## config.mk

```make
export PLATFORM = sky130hd
export DESIGN_NAME = row_feeder
export DESIGN_NICKNAME = d
export VERILOG_FILES = /design/src/rtl/row_feeder_pkg.sv /design/src/rtl/feeder_fifo.sv /design/src/rtl/row_feeder.sv
export SDC_FILE = /design/constraint.sdc
export NUM_CORES = 1
export LEC_CHECK = 0
export BUFFER_PORTS_ARGS = -buffer_cell sky130_fd_sc_hd__buf_2
export CAP_MARGIN = 20
export CELL_PAD_IN_SITES_DETAIL_PLACEMENT = 1
export CELL_PAD_IN_SITES_GLOBAL_PLACEMENT = 1
export CORE_AREA = 2 2 196 198
export CTS_CLUSTER_DIAMETER = 100
export DETAILED_ROUTE_END_ITERATION = 10
export DIE_AREA = 0 0 198 200
export GPL_ROUTABILITY_DRIVEN = 0
export PLACE_DENSITY = 0.95
export RECOVER_POWER = 25
export SYNTH_ARGS = -nofsm -noshare
export SYNTH_HDL_FRONTEND = slang
export SYNTH_HIERARCHICAL = 1
export SYNTH_SLANG_ARGS = --single-unit
```

## constraint.sdc

```tcl
create_clock -name clk -period 8.7 [get_ports clk]
set_input_delay 1.305 -clock clk [delete_from_list [all_inputs] [get_ports clk]]
set_output_delay 1.305 -clock clk [all_outputs]
set_load 0.01 [all_outputs]
```

## src/rtl/row_feeder_pkg.sv

```systemverilog
// Shared definitions for the row feeder: FSM state encoding and the
// per-row instruction encodings driven into the array.
package row_feeder_pkg;

  typedef enum logic [1:0] {
    IDLE  = 2'd0,
    RUN   = 2'd1,
    DRAIN = 2'd2
  } state_t;

  localparam logic [1:0] OP_NOP  = 2'b00;
  localparam logic [1:0] OP_LOAD = 2'b01;
  localparam logic [1:0] OP_EXEC = 2'b10;

  // A burst is only worth starting if it has an instruction and a length.
  function automatic logic burst_ok(logic [1:0] op, logic len_nz);
    return (op != OP_NOP) && len_nz;
  endfunction

endpackage

```

## src/rtl/feeder_fifo.sv

```systemverilog
// Vector FIFO for the row feeder.
// Ports:
//   clk, reset : clock, asynchronous active-low reset (empties the FIFO)
//   wr, din    : push request and data; dropped when full unless a pop occurs too
//   rd, dout   : pop request and first-word-fall-through head data
//   full, empty: status derived from pointers with an extra wrap bit
module feeder_fifo
  import row_feeder_pkg::*;
#(
  parameter int unsigned width = 32,
  parameter int unsigned depth = 16
) (
  input  logic             clk,
  input  logic             reset,
  input  logic             wr,
  input  logic [width-1:0] din,
  input  logic             rd,
  output logic [width-1:0] dout,
  output logic             full,
  output logic             empty
);

  localparam int unsigned aw = $clog2(depth);
  localparam int unsigned pw = aw + 1;

  logic [pw-1:0]    wptr_q, rptr_q;
  logic [width-1:0] mem [depth];
  logic             do_wr, do_rd;

  // Same index with opposite wrap bit means the write side lapped the read side.
  assign empty = (wptr_q == rptr_q);
  assign full  = (wptr_q[aw] != rptr_q[aw]) && (wptr_q[aw-1:0] == rptr_q[aw-1:0]);

  // A simultaneous pop frees a slot, so a push while full is still accepted.
  assign do_rd = rd && !empty;
  assign do_wr = wr && (!full || do_rd);

  assign dout = mem[rptr_q[aw-1:0]];

  always_ff @(posedge clk or negedge reset) begin
    if (!reset) begin
      wptr_q <= '0;
      rptr_q <= '0;
    end else begin
      if (do_wr) wptr_q <= wptr_q + pw'(1);
      if (do_rd) rptr_q <= rptr_q + pw'(1);
    end
  end

  always_ff @(posedge clk) begin
    if (do_wr) mem[wptr_q[aw-1:0]] <= din;
  end

endmodule

```

## src/rtl/row_feeder.sv

```systemverilog
// Row feeder: buffers input vectors and issues them as bursts onto the west
// edge of a systolic array, one row slice per array row.
// Ports:
//   clk, reset   : clock, asynchronous active-low reset
//   in, wr, full : vector input, push strobe, FIFO full
//   start, op,len: burst request (sampled in IDLE only), instruction, vector count
//   out_w, inst_w: per-row data and instruction to the array
//   busy, done   : not-IDLE flag, one-cycle burst-completion pulse
// Build option: define ROW_FEEDER_SKEW_EN to delay row r by r cycles (diagonal
// skew) and add a DRAIN phase of row-1 cycles; otherwise all rows share row-0
// timing and the burst ends directly from RUN.
module row_feeder
  import row_feeder_pkg::*;
#(
  parameter int unsigned bw    = 4,
  parameter int unsigned row   = 8,
  parameter int unsigned depth = 16
) (
  input  logic                      clk,
  input  logic                      reset,
  input  logic [bw*row-1:0]         in,
  input  logic                      wr,
  output logic                      full,
  input  logic                      start,
  input  logic [1:0]                op,
  input  logic [$clog2(depth):0]    len,
  output logic [bw*row-1:0]         out_w,
  output logic [2*row-1:0]          inst_w,
  output logic                      busy,
  output logic                      done
);

  localparam int unsigned lw = $clog2(depth) + 1;
  localparam int unsigned dw = (row > 1) ? $clog2(row) : 1;
`ifdef ROW_FEEDER_SKEW_EN
  localparam bit drain_en = (row > 1);
`else
  localparam bit drain_en = 1'b0;
`endif

  state_t            state_q;
  logic [1:0]        op_q;
  logic [lw-1:0]     rem_q;
  logic [dw-1:0]     drain_q;
  logic              busy_q, done_q;
  logic [bw*row-1:0] s0_data_q;
  logic [1:0]        s0_inst_q;

  logic [bw*row-1:0] fifo_dout;
  logic              fifo_empty;
  logic              pop;

  assign pop = (state_q == RUN) && !fifo_empty;

  feeder_fifo #(
    .width(bw * row),
    .depth(depth)
  ) u_fifo (
    .clk  (clk),
    .reset(reset),
    .wr   (wr),
    .din  (in),
    .rd   (pop),
    .dout (fifo_dout),
    .full (full),
    .empty(fifo_empty)
  );

  always_ff @(posedge clk or negedge reset) begin
    if (!reset) begin
      state_q   <= IDLE;
      op_q      <= OP_NOP;
      rem_q     <= '0;
      drain_q   <= '0;
      busy_q    <= 1'b0;
      done_q    <= 1'b0;
      s0_data_q <= '0;
      s0_inst_q <= OP_NOP;
    end else begin
      done_q <= 1'b0;
      // Row-0 issue stage: a popped vector or a bubble.
      s0_data_q <= pop ? fifo_dout : '0;
      s0_inst_q <= pop ? op_q : OP_NOP;
      unique case (state_q)
        IDLE: begin
          if (start && burst_ok(op, len != '0)) begin
            state_q <= RUN;
            busy_q  <= 1'b1;
            op_q    <= op;
            rem_q   <= len;
          end
        end
        RUN: begin
          if (pop) begin
            rem_q <= rem_q - lw'(1);
            if (rem_q == lw'(1)) begin
              if (drain_en) begin
                state_q <= DRAIN;
                drain_q <= dw'(row - 1);
              end else begin
                state_q <= IDLE;
                busy_q  <= 1'b0;
                done_q  <= 1'b1;
              end
            end
          end
        end
        DRAIN: begin
          // Row 0 idles here while the skew stages of higher rows flush.
          drain_q <= drain_q - dw'(1);
          if (drain_q == dw'(1)) begin
            state_q <= IDLE;
            busy_q  <= 1'b0;
            done_q  <= 1'b1;
          end
        end
        default: state_q <= IDLE;
      endcase
    end
  end

  assign busy = busy_q;
  assign done = done_q;

  assign out_w[bw-1:0] = s0_data_q[bw-1:0];
  assign inst_w[1:0]   = s0_inst_q;

  for (genvar r = 1; r < row; r++) begin : g_row
`ifdef ROW_FEEDER_SKEW_EN
    // Row r sees its slice of the row-0 stream r cycles later.
    logic [bw-1:0] d_q [r];
    logic [1:0]    i_q [r];

    always_ff @(posedge clk or negedge reset) begin
      if (!reset) begin
        for (int k = 0; k < r; k++) begin
          d_q[k] <= '0;
          i_q[k] <= OP_NOP;
        end
      end else begin
        d_q[0] <= s0_data_q[bw*r +: bw];
        i_q[0] <= s0_inst_q;
        for (int k = 1; k < r; k++) begin
          d_q[k] <= d_q[k-1];
          i_q[k] <= i_q[k-1];
        end
      end
    end

    assign out_w[bw*r +: bw] = d_q[r-1];
    assign inst_w[2*r +: 2]  = i_q[r-1];
`else
    assign out_w[bw*r +: bw] = s0_data_q[bw*r +: bw];
    assign inst_w[2*r +: 2]  = s0_inst_q;
`endif
  end

endmodule
```

==> results.json, run 1 <==
{
  "slowest_delay_ps": 1060,
  "rsz0062_at_grt": "no",
  "status": "finished clean",
  "antenna_cells": 0,
  "fmax_mhz": 220,
  "worst_setup_path_end_kind": "flop",
  "first_pass_iters": 6,
  "whs_ps": 482,
  "grt_pass1_vias": 11200,
  "ir_drop_uv": 204,
  "syn_nets": 1039,
  "die_w_um": 198,
  "r2r-start": "u_fifo/rptr_q[0]",
  "fill_cells": 2991,
  "critPathArrivalTime_ps": 4740,
  "slew_violations": 0,
  "core_area_mm2": 0.0374,
  "setup_viol": 0,
  "whs_endpoint": "s0_inst_q[1]",
  "whs_path_depth": 1,
  "crit_type": "flop to flop",
  "grt_max_degree": 81,
  "hold_viol_final": 0,
  "synth_cell_types": 38,
  "drt-total-wl_um": 54400,
  "numPortBuffers": 93,
  "finalCriticalPeriod_ps": 4540,
  "die_area_mm2": 0.0396,
  "synth_cells": 989,
  "start_kind": "flop",
  "route.detailed.drc": 0,
  "grt_usage_pct": 27.9,
  "dp.cells": 1536,
  "vias_per_cell": 6.57,
  "cp_max_fo": 42,
  "fin_skew_ps": 28.7,
  "utilization_pct": 64.9,
  "grt.overflow.total": 0,
  "start_util_pct": 57.6,
  "path_cells": "xnor2_1, nand4_1, or2_1, inv_1, nor2b_4, o31a_1, and3_2",
  "r2r_end": "u_fifo/mem[2][13]",
  "syn_to_final_growth_pct": 12.7,
  "cts_tree": "done",
  "wl_per_cell_um": 33.1,
  "p_leak_nw": 8.09,
  "grt_pass1_wl_um": 78200,
  "hp-start": "op_q[1]",
  "drt_iter0_markers": 1280,
  "drive_gt1_share_pct": 28.4,
  "finalCritPeriodShare_pct": 52.2,
  "synth-seq-cells": 565,
  "synth_area_mm2": 0.0215,
  "antenna_found_initial": 0,
  "finalNonFillerCells": 1643,
  "clockBufferDepth": 3,
  "required_ps": 8900,
  "num_rows": 71,
  "clkSlewWorstSetupHoldPaths_ps": 60,
  "reg2reg_slack_ps": 4160,
  "reg2reg_depth": 7,
  "place_hpwl_um": 27400,
  "synth_area_per_cell_um2": 21.8,
  "ys_seq_area_share_pct": 77.6,
  "antenna_violating_nets_post_route": 0,
  "die_h_um": 200,
  "worst-path-buf-inv": 1,
  "hold_buffers": 0,
  "cap_violations": 0,
  "cts_root_buf": "clkbuf_16",
  "yosysWarnings": 6,
  "via_count": 10800,
  "clock_latency_ps": 610,
  "critical-path-top-delay-family": "simple AND/OR/NAND/NOR gates",
  "ios": 94,
  "cts_resized": 0,
  "cts-htree-levels": 2,
  "power.density_mw_per_mm2": 344,
  "cp_slowest_cell": "and3_2",
  "post-cts-setup-buffers": 0,
  "holdCritPathClass": "flop to flop",
  "cts.sinks": 565,
  "tightest_slew_ps": 1180,
  "max_slew_margin_pct": 21.0,
  "fin_tns_setup_ps": 0,
  "cts-buffers-inserted": 53,
  "layout.nets": 1137
}
## stage by stage
stage	setup WS (ps)	cell area [µm²]	total power (W)
6_report	4160	24300	0.00835
5_1_grt	3890	24300	0.00863
4_1_cts	3720	24100	0.00829
3_5_place_dp	3940	22400	0.00591
3_3_place_gp	4320	22400	0.00574
2_1_floorplan	3910	21500	0.00521
## logic make-up (layout without fill, tap and decap cells)
family	after synthesis	after routing	synth area share [%]
and+or+nand+nor	113	113	2.85
DFF	565	565	77.6
adders and majority gates	7	7	0.407
muxes	137	137	13.9
xor gates and xnor gates	17	17	0.691
buffers and inverters	76	219	1.92
AOI/OAI and AO/OA	74	74	2.67
## synth_stat cells
cell type / instances / share of area (%)
or2_1: 1 / 0.029
nor3b_1: 2 / 0.070
nor2_4: 1 / 0.052
buf_2: 9 / 0.21
nand4_1: 3 / 0.087
o311ai_4: 1 / 0.12
clkbuf_1: 24 / 0.42
xnor2_1: 16 / 0.65
nor4_4: 1 / 0.099
a21oi_1: 4 / 0.093
xor2_1: 1 / 0.041
nor3_1: 3 / 0.070
nand3_1: 2 / 0.046
mux2_4: 3 / 0.21
o21ai_1: 1 / 0.023
a211oi_4: 1 / 0.093
nor2_1: 9 / 0.16
nor2b_1: 6 / 0.17
mux2_1: 2 / 0.10
mux4_2: 128 / 13
mux2_2: 2 / 0.10
buf_4: 21 / 0.73
inv_1: 9 / 0.16
nand2_1: 35 / 0.61
o31a_1: 1 / 0.041
a22oi_1: 64 / 2.2
and2_1: 36 / 1.0
buf_1: 7 / 0.12
o21ai_2: 1 / 0.041
nand3b_1: 1 / 0.035
mux2i_1: 2 / 0.093
o22ai_1: 1 / 0.029
and3_1: 13 / 0.38
clkbuf_2: 1 / 0.023
edfxtp_1: 512 / 71
dfrtp_1: 53 / 6.2
buf_6: 5 / 0.26
ha_1: 7 / 0.41
## power by group
group | switching, W | internal, W
clock | 0.00101 | 0.00131
combinational | 0.00138 | 0.00107
sequential | 0.000230 | 0.00335
## flip-flops by register name (all words and copies together) (netlist names)
register	cells
u_fifo/mem	512
out_w	32
rem_q	5
u_fifo/rptr_q	5
u_fifo/wptr_q	5
op_q	2
s0_inst_q	2
busy	1
done	1
## final cells by class
| cell class | instances | area [µm²] | share of cell area [%] |
|---|---|---|---|
| Clock buffer | 69 | 1480 | 6.09 |
| Clock inverter | 31 | 243 | 1.00 |
| Inverter | 9 | 33.8 | 0.139 |
| Tap cell | 511 | 639 | 2.63 |
| Timing Repair Buffer | 110 | 684 | 2.82 |
| Multi-Input combinational cell | 348 | 4490 | 18.5 |
| Sequential cell | 565 | 16700 | 68.8 |
## cell usage in the layout, fill, tap and decap left out, types with 2 or more instances in the layout
master       n
mux2_4       3
buf_16       4
nand2_1     35
mux2i_1      2
buf_4       10
and3_2      12
nor2_4       3
inv_1        9
dfrtp_1     51
nand3_1      2
dfrtp_4      2
nor2b_1      2
clkbuf_16   55
buf_2       72
mux2_1       2
nor3_1       2
a22oi_1     64
clkinv_1    18
buf_12       3
nor2_1       7
clkbuf_8     5
mux4_2     128
xnor2_1     16
and2_1      36
edfxtp_1   512
mux2_2       2
a21oi_1      4
clkinv_2     6
nand4_1      3
nor2b_4      4
ha_1         7
clkbuf_1    30
bufinv_16    4
## layer usage
metal  global-route usage, %  wire, µm
met1                    37.3     19900
met4                    9.52      1580
met2                    47.7     28700
met3                    4.33      4220
met5                       0         0
## how the worst max path moves through the flow
stage                      from           endpoint  cells after the start
2_1_floorplan  u_fifo/wptr_q[3]  u_fifo/mem[11][0]                     10
3_3_place_gp   u_fifo/rptr_q[0]  u_fifo/mem[9][17]                      7
3_5_place_dp   u_fifo/rptr_q[0]  u_fifo/mem[2][15]                      7
4_1_cts        u_fifo/rptr_q[0]  u_fifo/mem[2][21]                      7
5_1_grt        u_fifo/rptr_q[0]  u_fifo/mem[0][22]                      7
6_report       u_fifo/rptr_q[0]  u_fifo/mem[2][13]                      7
(Power assumes the default switching activity.)
==> run 2: changes to the inputs <==
--- a/config.mk
+++ b/config.mk
@@ -9,12 +9,12 @@
 export CAP_MARGIN = 20
 export CELL_PAD_IN_SITES_DETAIL_PLACEMENT = 1
 export CELL_PAD_IN_SITES_GLOBAL_PLACEMENT = 1
-export CORE_AREA = 2 2 196 198
+export CORE_AREA = 2 2 203 205
 export CTS_CLUSTER_DIAMETER = 100
 export DETAILED_ROUTE_END_ITERATION = 10
-export DIE_AREA = 0 0 198 200
+export DIE_AREA = 0 0 205 207
 export GPL_ROUTABILITY_DRIVEN = 0
-export PLACE_DENSITY = 0.95
+export PLACE_DENSITY = 0.9
 export RECOVER_POWER = 25
 export SYNTH_ARGS = -nofsm -noshare
 export SYNTH_HDL_FRONTEND = slang
==> constraint.sdc (replaced) <==
create_clock -name clk -period 4.7 [get_ports clk]
set_input_delay 0.705 -clock clk [delete_from_list [all_inputs] [get_ports clk]]
set_output_delay 0.705 -clock clk [all_outputs]
set_load 0.01 [all_outputs]
==> run 2 against run 1 <==
Combinational power increased by 80%. Via count decreased by 4.6%. Non-clock buffer count grew 9. Clock-buffer cell count up 1. Sequential power is 85% higher.
==> results.json, run 2 (same netlist as run 1, synthesis figures left out) <==
{
  "fmax_mhz": 257,
  "grt_max_degree": 89,
  "p_leak_nw": 8.14,
  "cts-buffers-inserted": 54,
  "vias_per_cell": 6.15,
  "required_ps": 4950,
  "drive_gt1_share_pct": 30.0,
  "drt_iter0_markers": 1119,
  "power.total_w": 0.0153,
  "cts-htree-levels": 2,
  "grt_pass1_vias": 11300,
  "syn_to_final_growth_pct": 12.9,
  "critical-path-top-delay-family": "simple AND/OR/NAND/NOR gates",
  "hold_viol_final": 0,
  "route.detailed.drc": 0,
  "ios": 94,
  "numPortBuffers": 93,
  "cts_root_buf": "clkbuf_16",
  "grt.overflow.total": 0,
  "grt_usage_pct": 25.1,
  "final_common_cell": "edfxtp_1",
  "worst-path-buf-inv": 2,
  "finalCriticalPeriod_ps": 3890,
  "layout.nets": 1147,
  "clock_latency_ps": 610,
  "via_count": 10300,
  "fin_skew_ps": 20.6,
  "num_rows": 74,
  "crit_type": "flop to flop",
  "power.density_mw_per_mm2": 628,
  "start_util_pct": 53.3,
  "worst_setup_path_end_kind": "flop",
  "grt_pass1_wl_um": 76400,
  "post-cts-setup-buffers": 0,
  "hold_buffers": 0,
  "cp_max_fo": 58,
  "start_kind": "flop",
  "core_area_mm2": 0.0404,
  "die_h_um": 207,
  "rsz0062_at_grt": "no",
  "drt-total-wl_um": 51500,
  "max_slew_margin_pct": 7.83,
  "holdCritPathClass": "primary input to flop",
  "finalCritPeriodShare_pct": 82.8,
  "whs_ps": 381,
  "slowest_delay_ps": 1010,
  "final_cell_mix": "edfxtp_1 (512), mux4_2 (128), buf_2 (73), a22oi_1 (64), clkbuf_16 (55)",
  "place_hpwl_um": 30600,
  "cts_resized": 0,
  "cap_violations": 0,
  "tightest_slew_ps": 1380,
  "critPathArrivalTime_ps": 4140,
  "status": "finished clean",
  "cts.sinks": 565,
  "first_pass_iters": 5,
  "largest_reg_flops": 512,
  "antenna_violating_nets_post_route": 0,
  "path_cells": "xnor2_1, nand4_1, or2_1, inv_1, nor2b_4, o31a_1, and3_2, buf_4",
  "clockBufferDepth": 3,
  "clkSlewWorstSetupHoldPaths_ps": 60,
  "die_area_mm2": 0.0424,
  "fin_tns_setup_ps": 0,
  "die_w_um": 205,
  "ir_drop_uv": 401,
  "utilization_pct": 60.2,
  "wl_per_cell_um": 30.8,
  "cp_slowest_cell": "dfrtp_4",
  "antenna_found_initial": 1,
  "slew_violations": 0,
  "fill_cells": 3434,
  "cts_tree": "done",
  "setup_viol": 0
}
[run 2: cell types whose count changed in the layout (fill, tap and decap cells not counted)]
cell | previous run | this run
clkinv_2 | 6 | 15
diode_2 | 0 | 1
nor3b_2 | 1 | 0
buf_4 | 10 | 24
clkinvlp_4 | 1 | 2
buf_12 | 3 | 2
clkinv_4 | 1 | 0
buf_2 | 72 | 73
inv_6 | 1 | 2
nor3b_4 | 0 | 1
clkinv_1 | 18 | 7
buf_16 | 4 | 0
[run 2: layout make-up]
class	instances	area, µm²	share of cell area (%)
multi-input combinational	348	4500	18.5
tap	532	666	2.74
clock inverter	30	254	1.05
antenna	1	2.50	0.0103
timing repair buffer	119	661	2.72
clock buffer	70	1480	6.10
inverter	9	33.8	0.139
sequential	565	16700	68.7
[run 2: worst register-to-register path: cells and delay by family, from the launching register on]
kind,cells,cell delay (ps)
flip-flops,1,1010
XOR/XNOR,1,180
buffers and inverters,2,580
AO/OA/AOI/OAI,1,530
AND/OR/NAND/NOR,4,1240
[run 2: where the power goes]
part | internal [W] | switching (W) | total [W]
Combinational | 0.00193 | 0.00247 | 0.00440
Sequential | 0.00619 | 0.000420 | 0.00661
Clock | 0.00244 | 0.00181 | 0.00425
Total | 0.0106 | 0.00470 | 0.0153
[run 2: metal layers]
metal / global-route usage, % / part of all wire [%]
met1: 32.9 / 38
met2: 42.0 / 52
met3: 3.15 / 4.9
met4: 12.2 / 4.6
met5: 0 / 0
[run 2: path summary, 6_finish.rpt]
| check | cells past startpoint | start | end | slack [ps] |
|---|---|---|---|---|
| setup / recovery | 8 | u_fifo/rptr_q[1] | u_fifo/mem[13][28] | 810 |
| hold / removal | 2 | op[1] | op_q[1] | 380 |
| setup reg to reg | 8 | u_fifo/rptr_q[1] | u_fifo/mem[13][28] | 810 |
| hold reg to reg | 1 | op_q[0] | s0_inst_q[0] | 480 |
| max in group asynchronous | 2 | reset | u_fifo/rptr_q[0] | 3030 |
| min in group asynchronous | 1 | reset | out_w[29] | 420 |
[run 2: metrics by stage]
| step | setup WS (ps) | instance area (µm²) | instances |
|---|---|---|---|
| 4_1_cts | 845 | 24300 | 1672 |
| 5_1_grt | 651 | 24300 | 1673 |
| 3_5_place_dp | 930 | 22600 | 1572 |
| 6_report | 807 | 24300 | 1674 |
| 3_3_place_gp | 1200 | 22600 | 1572 |
| 2_1_floorplan | 111 | 21500 | 989 |
